`config.mk`:
```
export PLATFORM = sky130hd
export DESIGN_NAME = gene_sweep_controller
export DESIGN_NICKNAME = d
export VERILOG_FILES = /design/src/rtl/gene_sweep_pkg.sv /design/src/rtl/gene_orbit_monitor.sv /design/src/rtl/gene_sweep_controller.sv
export SDC_FILE = /design/constraint.sdc
export NUM_CORES = 1
export LEC_CHECK = 0
export CAP_MARGIN = 5
export CORE_UTILIZATION = 67
export DETAILED_ROUTE_END_ITERATION = 16
export DONT_BUFFER_PORTS = 1
export PLACE_DENSITY = 0.91
export SLEW_MARGIN = 20
export SYNTH_ARGS = -nofsm -noshare
export SYNTH_HDL_FRONTEND = slang
export SYNTH_HIERARCHICAL = 1
export SYNTH_SLANG_ARGS = --single-unit
export TNS_END_PERCENT = 20
```
`constraint.sdc`:
```
create_clock -name clk -period 7.3 [get_ports clk]
set_clock_uncertainty 0.05 [all_clocks]
set_input_delay 1.825 -clock clk [delete_from_list [all_inputs] [get_ports clk]]
set_output_delay 1.825 -clock clk [all_outputs]
set_load 0.005 [all_outputs]
```
`src/rtl/gene_sweep_pkg.sv`:
```
// Shared types and defaults for the gene network initial-state sweep.
package gene_sweep_pkg;

    localparam int unsigned GENE_W_DEF    = 8;
    localparam int unsigned MAX_STEPS_DEF = 16;

    typedef enum logic [2:0] {
        IDLE,
        LOAD,
        RUN,
        REPORT,
        DONE
    } sweep_state_t;

    localparam logic [1:0] KIND_FIXED   = 2'b00;
    localparam logic [1:0] KIND_CYCLE2  = 2'b01;
    localparam logic [1:0] KIND_TIMEOUT = 2'b10;

endpackage

```
`src/rtl/gene_orbit_monitor.sv`:
```
// Tracks recent network samples and the step count, and flags orbit termination.
// GENE_SWEEP_CYCLE2_DETECT_EN adds period-2 orbit detection.
module gene_orbit_monitor
    import gene_sweep_pkg::*;
#(
    parameter int unsigned W         = GENE_W_DEF,
    parameter int unsigned MAX_STEPS = MAX_STEPS_DEF,
    parameter int unsigned SW        = $clog2(MAX_STEPS + 1)
) (
    input  logic          clk,
    input  logic          rst,
    input  logic          clear,
    input  logic          advance,
    input  logic [W-1:0]  net_state,
    output logic [SW-1:0] step_cnt,
    output logic          term_c,
    output logic [1:0]    kind_c
);

    logic [W-1:0] prev;
    logic         prev_valid;
    logic         fixed_c;
    logic         cycle2_c;
    logic         limit_c;

    assign fixed_c = prev_valid && (net_state == prev);
    assign limit_c = (step_cnt == SW'(MAX_STEPS - 1));

`ifdef GENE_SWEEP_CYCLE2_DETECT_EN
    logic [W-1:0] prev2;
    logic         prev2_valid;

    assign cycle2_c = prev2_valid && (net_state == prev2) && (net_state != prev);

    always_ff @(posedge clk or posedge rst) begin
        if (rst) begin
            prev2       <= '0;
            prev2_valid <= 1'b0;
        end else if (clear) begin
            prev2_valid <= 1'b0;
        end else if (advance && !term_c) begin
            prev2       <= prev;
            prev2_valid <= prev_valid;
        end
    end
`else
    assign cycle2_c = 1'b0;
`endif

    // FIXED outranks CYCLE2, which outranks TIMEOUT
    always_comb begin
        kind_c = KIND_TIMEOUT;
        if (fixed_c) begin
            kind_c = KIND_FIXED;
        end else if (cycle2_c) begin
            kind_c = KIND_CYCLE2;
        end
        term_c = fixed_c || cycle2_c || limit_c;
    end

    always_ff @(posedge clk or posedge rst) begin
        if (rst) begin
            prev       <= '0;
            prev_valid <= 1'b0;
            step_cnt   <= '0;
        end else if (clear) begin
            prev_valid <= 1'b0;
            step_cnt   <= '0;
        end else if (advance && !term_c) begin
            prev       <= net_state;
            prev_valid <= 1'b1;
            step_cnt   <= step_cnt + SW'(1);
        end
    end

endmodule

```
`src/rtl/gene_sweep_controller.sv`:
```
// Sweeps the gene network over every initial state and reports how each orbit ends.
// GENE_SWEEP_CYCLE2_DETECT_EN enables CYCLE2 records (see gene_orbit_monitor).
module gene_sweep_controller
    import gene_sweep_pkg::*;
#(
    parameter  int unsigned W         = GENE_W_DEF,
    parameter  int unsigned MAX_STEPS = MAX_STEPS_DEF,
    localparam int unsigned SW        = $clog2(MAX_STEPS + 1)
) (
    input  logic          clk,
    input  logic          rst,
    input  logic          start,
    input  logic          abort,
    input  logic [W-1:0]  net_state,
    output logic          load,
    output logic [W-1:0]  init_val,
    output logic          step_en,
    output logic          res_valid,
    input  logic          res_ready,
    output logic [W-1:0]  res_init,
    output logic [W-1:0]  res_state,
    output logic [1:0]    res_kind,
    output logic [SW-1:0] res_steps,
    output logic [W:0]    fixed_count,
    output logic          busy,
    output logic          done
);

    sweep_state_t  state, state_n;
    logic [W-1:0]  cur_init, cur_init_n;
    logic [W:0]    fixed_count_n;
    logic [W-1:0]  res_init_n, res_state_n;
    logic [1:0]    res_kind_n;
    logic [SW-1:0] res_steps_n;
    logic          mon_clear_c, mon_adv_c;
    logic [SW-1:0] step_cnt;
    logic          term_c;
    logic [1:0]    kind_c;

    gene_orbit_monitor #(
        .W         (W),
        .MAX_STEPS (MAX_STEPS),
        .SW        (SW)
    ) u_monitor (
        .clk       (clk),
        .rst       (rst),
        .clear     (mon_clear_c),
        .advance   (mon_adv_c),
        .net_state (net_state),
        .step_cnt  (step_cnt),
        .term_c    (term_c),
        .kind_c    (kind_c)
    );

    assign init_val = cur_init;

    always_ff @(posedge clk or posedge rst) begin
        if (rst) begin
            state <= IDLE;
        end else begin
            state <= state_n;
        end
    end

    always_comb begin
        state_n       = state;
        cur_init_n    = cur_init;
        fixed_count_n = fixed_count;
        res_init_n    = res_init;
        res_state_n   = res_state;
        res_kind_n    = res_kind;
        res_steps_n   = res_steps;
        mon_clear_c   = 1'b0;
        mon_adv_c     = 1'b0;

        case (state)
            IDLE: begin
                if (start) begin
                    state_n       = LOAD;
                    cur_init_n    = '0;
                    fixed_count_n = '0;
                end
            end
            LOAD: begin
                mon_clear_c = 1'b1;
                state_n     = RUN;
            end
            RUN: begin
                mon_adv_c = 1'b1;
                if (term_c) begin
                    state_n     = REPORT;
                    res_init_n  = cur_init;
                    res_state_n = net_state;
                    res_kind_n  = kind_c;
                    res_steps_n = step_cnt;
                    if (kind_c == KIND_FIXED) begin
                        fixed_count_n = fixed_count + (W+1)'(1);
                    end
                end
            end
            REPORT: begin
                // Last initial is caught before the increment so cur_init never wraps
                if (res_ready) begin
                    if (cur_init == '1) begin
                        state_n = DONE;
                    end else begin
                        cur_init_n = cur_init + W'(1);
                        state_n    = LOAD;
                    end
                end
            end
            DONE: begin
                state_n = IDLE;
            end
            default: begin
                state_n = IDLE;
            end
        endcase

        if (abort) begin
            state_n       = IDLE;
            cur_init_n    = cur_init;
            fixed_count_n = fixed_count;
            res_init_n    = res_init;
            res_state_n   = res_state;
            res_kind_n    = res_kind;
            res_steps_n   = res_steps;
            mon_adv_c     = 1'b0;
        end
    end

    // Outputs are registered from the next state so they line up with the state they describe
    always_ff @(posedge clk or posedge rst) begin
        if (rst) begin
            cur_init    <= '0;
            fixed_count <= '0;
            res_init    <= '0;
            res_state   <= '0;
            res_kind    <= '0;
            res_steps   <= '0;
            load        <= 1'b0;
            step_en     <= 1'b0;
            res_valid   <= 1'b0;
            busy        <= 1'b0;
            done        <= 1'b0;
        end else begin
            cur_init    <= cur_init_n;
            fixed_count <= fixed_count_n;
            res_init    <= res_init_n;
            res_state   <= res_state_n;
            res_kind    <= res_kind_n;
            res_steps   <= res_steps_n;
            load        <= (state_n == LOAD);
            step_en     <= (state_n == RUN);
            res_valid   <= (state_n == REPORT);
            busy        <= (state_n != IDLE);
            done        <= (state_n == DONE);
        end
    end

endmodule

```
# Word-level counts from Yosys, hierarchy flattened
# Cells that the tools add are included.
dict set report word_totals {
  reg_bits 62
  out_inout_bits 45
}
dict set report op_classes {
  n_addsub 3
  eq_ne 15
  mux 22
  n_bitwise 2
  reduce_logical 14
}
# op n
set op_table {}
lappend op_table {{$mux W9} 3}
lappend op_table {{$mux W8} 3}
lappend op_table {{$pmux W9 S2} 1}
lappend op_table {{$pmux W8 S2} 1}
lappend op_table {{$mux W3} 5}
lappend op_table {{$eq A3 B2 Y1 const B} 4}
lappend op_table {{$pmux W3 S4} 1}
lappend op_table {{$mux W5} 2}
lappend op_table {{$reduce_and A5 Y1} 2}
lappend op_table {{$add A9 B1 Y9 const B} 1}
lappend op_table {{$add A8 B1 Y8 const B} 1}
lappend op_table {{$eq A8 B8 Y1} 1}
lappend op_table {{$eq A8 B8 Y1 const B} 1}
lappend op_table {{$ne A2 B2 Y1 const B} 4}
lappend op_table {{$eq A3 B1 Y1 const B} 2}
lappend op_table {{$reduce_bool A2 Y1} 3}
lappend op_table {{$add A5 B1 Y5 const B} 1}
lappend op_table {{$eq A5 B4 Y1 const B} 1}
lappend op_table {{$mux W1} 5}
lappend op_table {{$eq A3 B3 Y1 const B} 1}
lappend op_table {{$logic_not A3 Y1} 1}
lappend op_table {{$reduce_and A3 Y1} 1}
lappend op_table {{$reduce_bool A3 Y1} 1}
lappend op_table {{$logic_and A1 B1 Y1} 2}
lappend op_table {{7 further kinds} 8}

# Longest topological paths before layout
dict set report logic_depth {
  word_depth 7
  depth_mapped 9
  depth_no_buf 8
}

# By module
# Netlist, hierarchy kept.
# module instances cells_each area_each_um2
set modules_own_cells {}
lappend modules_own_cells {gene_sweep_controller 1 188 2122.0}
lappend modules_own_cells {gene_orbit_monitor 1 85 864.6}

# Worst setup path before layout
# OpenSTA, ideal clock, no wires.
dict set report synth_path {
  path_kind {input port to flip-flop}
  startpoint {input net_state[0]}
  endpoint {register fixed_count[8]}
  setup_time_ns 0.077
  arrival_ns 3.906
  setup_slack_ns 3.267
  stages 9
  path_cell_list {xnor2_1 -> nand4_2 -> or3_1 -> nand2b_1 -> clkbuf_1 -> mux2_2 -> nand4_2 -> or4_1 -> a21oi_1}
}
dict set report synth_between {
  elab_chain_len 6
  elab_cells_between_ends 8
  classes_between {eq/ne (3); mux (1); reduce/logical (4)}
}
# element line
set synth_rtl {}
lappend synth_rtl {{start: declaration} gene_sweep_controller.sv:14} ;# input logic [W-1:0] net_state,
lappend synth_rtl {{$eq A8 B8 Y1} gene_orbit_monitor.sv:26} ;# assign fixed_c = prev_valid && (net_state == prev);
lappend synth_rtl {{$logic_and A1 B1 Y1} gene_orbit_monitor.sv:26}
lappend synth_rtl {{$mux W2} gene_orbit_monitor.sv:53} ;# if (fixed_c) begin
lappend synth_rtl {{via kind_c[1]} gene_sweep_controller.sv:38} ;# logic [1:0] kind_c;
lappend synth_rtl {{$logic_not A2 Y1} gene_sweep_controller.sv:96} ;# if (kind_c == KIND_FIXED) begin
lappend synth_rtl {{$ne A2 B2 Y1 (no source line)} n/a}
lappend synth_rtl {{$reduce_and A5 Y1 (no source line)} n/a}
lappend synth_rtl {{end signal: assignment} gene_sweep_controller.sv:148} ;# fixed_count <= fixed_count_n;
lappend synth_rtl {{end: declaration} gene_sweep_controller.sv:24} ;# output logic [W:0] fixed_count,
# The timed path passes the listed nets, and every way through them passes these cells.
# A chain may end at the register's enable or synchronous reset.

# Worst setup path after layout
dict set report layout_path {
  startpoint {input net_state[0]}
  endpoint {register res_kind[1]}
}
dict set report layout_between {
  elab_cells_between_ends 5
  classes_between {eq/ne (1); mux (1); reduce/logical (3)}
}
# element line
set layout_rtl {}
lappend layout_rtl {{$eq A8 B8 Y1} gene_orbit_monitor.sv:26}
lappend layout_rtl {{$logic_and A1 B1 Y1} gene_orbit_monitor.sv:26}
lappend layout_rtl {{$mux W2} gene_orbit_monitor.sv:53}
lappend layout_rtl {{via kind_c[1]} gene_sweep_controller.sv:38}
lappend layout_rtl {{end signal: assignment} gene_sweep_controller.sv:151} ;# res_kind <= res_kind_n;
lappend layout_rtl {{end: declaration} gene_sweep_controller.sv:22} ;# output logic [1:0] res_kind,
# The timed path passes the listed nets, and every way through them passes these cells.

==> summary.txt <==
status = complete, no violations
initial cell density of the core = 72.1%
Crit path arrival time = 4160 ps
GP Congestion = 0.860
Primary FF master, synth = dfrtp_1
Crit Path Max Fanout = 26
number of synthesized register bits = 62
post-CTS setup buffer count = 0
Final Hold Fails = 0
Pins Over Slew Limit = 0
Syn Std Cell Area = 0.00299 sq mm
Synth area leaders = dfrtp_1, mux2_1, mux2_2
number of remaining DRC errors = 0
Routed WL = 5870 um
post-route clock period utilization = 54.7%
asr flop ratio synth = 100%
slew of the pin with the lowest slew margin = 814 ps
Min Hold Slack = 449 ps
Hold Path Class = reg -> reg
Die W = 68.8 um
Fillers = 262
TritonCTS sink count = 62
first-pass GRT wire length = 9580 um
crit path launch type = input port
Clock Latency Late Sink = 340 ps
share of the synthesized area in the top cell type = 51.9%
Chip Height = 68.8 um
most frequent cells after synthesis = dfrtp_1, nand2_1, o21ai_0
max-cap violation count = 0
critical path's slowest cell = nand3_2
Crit Path Class = in -> reg
Seq/Total Area, Yosys = 51.9%
Netlist cell types = 50
pwr dens = 272 mW/mm^2
most numerous cell in the Yosys netlist = dfrtp_1
Area growth syn-to-layout = 8.17%
Mapped Avg Cell Area = 10.9 sq um
Crit path required time = 7470 ps
DR iter-0 viols = 189
count of yosys warnings during synthesis = 6
Finish-stage setup viols = 0
critical path's largest stage delay = 570 ps
DR vias/cell = 6.62
Rows = 23
core region area = 0.00414 sq mm
CTS tree = built
post-cts hold buffer count = 0
First-pass DRT Iterations = 5
fmax = 250 MHz
WL per Instance = 17.9 um
RSZ-0062 raised after global routing = no
CP cell instances = xnor2_1 > nand4_2 > or3_1 > nand2b_1 > nand3_2 > mux2_1
dpl hpwl = 3890 um
area leader, netlist = dfrtp_1
Post-Syn Nets = 290
Layout Nets = 290
initial antenna violation count = 0
TNS Setup = 0 ps
H-tree depth = 3
vias = 2170
maximum vdd drop = 0.278 mV
final worst path period need = 3990 ps
Slew HR = 45.6%
pin count of the biggest net entering global routing = 49
post_cts resized = 0
Leakage Power = 1.47 nW
TritonCTS Buffers = 9
Clock Path Buffers = 2
Mapped Cells = 273
Total GRT Usage = 29.0%
Post-synth EDFFs = 0
gr ovfl total = 0
CP endpoint kind = flop
I/O Pins = 58
number of global-route vias before repair = 2030
layout cells sized above 1 = 12.9%
port bufs = 0
Root Buffer = clkbuf_8
ANT nets after route = 0
Diodes inserted = 0
die area = 0.00473 sq mm
clock-pin slew of the registers on the worst-case setup and hold paths = 70 ps
==> cell families (layout without fill, tap and decap cells) <==
kind of cell             after synthesis  after routing  synth area share (%)
AO/OA/AOI/OAI                         49             49                  10.3
XOR/XNOR                              10             10                  2.93
adder cells (fa/ha/maj)                4              4                  1.68
buffers and inverters                 21             26                  3.06
flip-flops                            62             62                  51.9
multiplexers                          33             33                  12.7
other                                  1              1                 0.126
AND/OR/NAND/NOR                       93             93                  17.3
==> layout by cell type, fill, tap and decap left out, types with 6 or more instances in the layout <==
cell type  Yosys  layout
clkbuf_8       0      12
inv_1         10       9
nand4_1        8       8
dfrtp_1       62      62
nand3_1       12      12
mux2_2        12      12
nor2_1        13      13
mux2_1        14      14
a21oi_1       10      10
or3_1         10      10
nand2_1       18      18
o21ai_0       16      16
xnor2_1        9       9
nor2b_1        6       6
==> area by class of cell <==
class                           instances  area [sq um]  area share (%)
Sequential cell                        62          1550            48.0
Clock inverter                          3          65.1            2.01
Multi-Input combinational cell        190          1340            41.6
Tap cell                               50          62.6            1.94
Clock buffer                           13           169            5.23
Inverter                               10          38.8            1.20
==> flip-flops by register name, indices dropped and copies added, names as in the netlist <==
| signal | flops |
|---|---|
| busy | 1 |
| done | 1 |
| fixed_count | 9 |
| init_val | 8 |
| load | 1 |
| res_init | 8 |
| res_kind | 2 |
| res_state | 8 |
| res_steps | 5 |
| res_valid | 1 |
| state | 3 |
| step_en | 1 |
| u_monitor/prev | 8 |
| u_monitor/prev_valid | 1 |
| u_monitor/step_cnt | 5 |
==> power breakdown <==
part           switching, W  internal (W)
clock network      0.000127      0.000220
logic             0.0000703     0.0000568
registers         0.0000292      0.000376
==> metal layers <==
layer  GRT usage, %  wire length (um)  vias to the layer above
li1               -                 -                      995
met1           36.8              2500                     1063
met2           43.8              2750                       99
met3           11.2               493                       13
met4           13.5               129                        0
met5              0                 0                        -
==> stage by stage <==
stage               instance area [sq um]  setup WS, ps  total power [W]  std cells  utilization [%]
floorplan                            2990          3270         0.000509        273                -
CTS                                  3230          3330         0.000883        328             77.9
detailed placement                   3000          3020         0.000535        312             72.3
finish                               3230          3310         0.000879        328             78.0
global route                         3230          3140         0.000916        328             78.0
global placement                     3000          3120         0.000528        312             72.3
==> final timing paths <==
kind	slack (ps)	startpoint	cells past startpoint	end
worst max-delay path	3310	net_state[0]	6	res_kind[1]
worst min-delay path	450	u_monitor/step_cnt[4]	1	res_steps[4]
worst max register to register	4370	u_monitor/prev[0]	6	res_kind[1]
worst min register to register	450	u_monitor/step_cnt[4]	1	res_steps[4]
max in group asynchronous	5270	rst	1	busy
min in group asynchronous	1360	rst	1	u_monitor/prev[2]
==> critical path: cells and delay by family <==
| family | cells | cell delay, ps |
|---|---|---|
| simple gates | 4 | 1580 |
| mux | 1 | 550 |
| xor+xnor | 1 | 200 |
No activity file was read; power rests on OpenSTA's default activity.
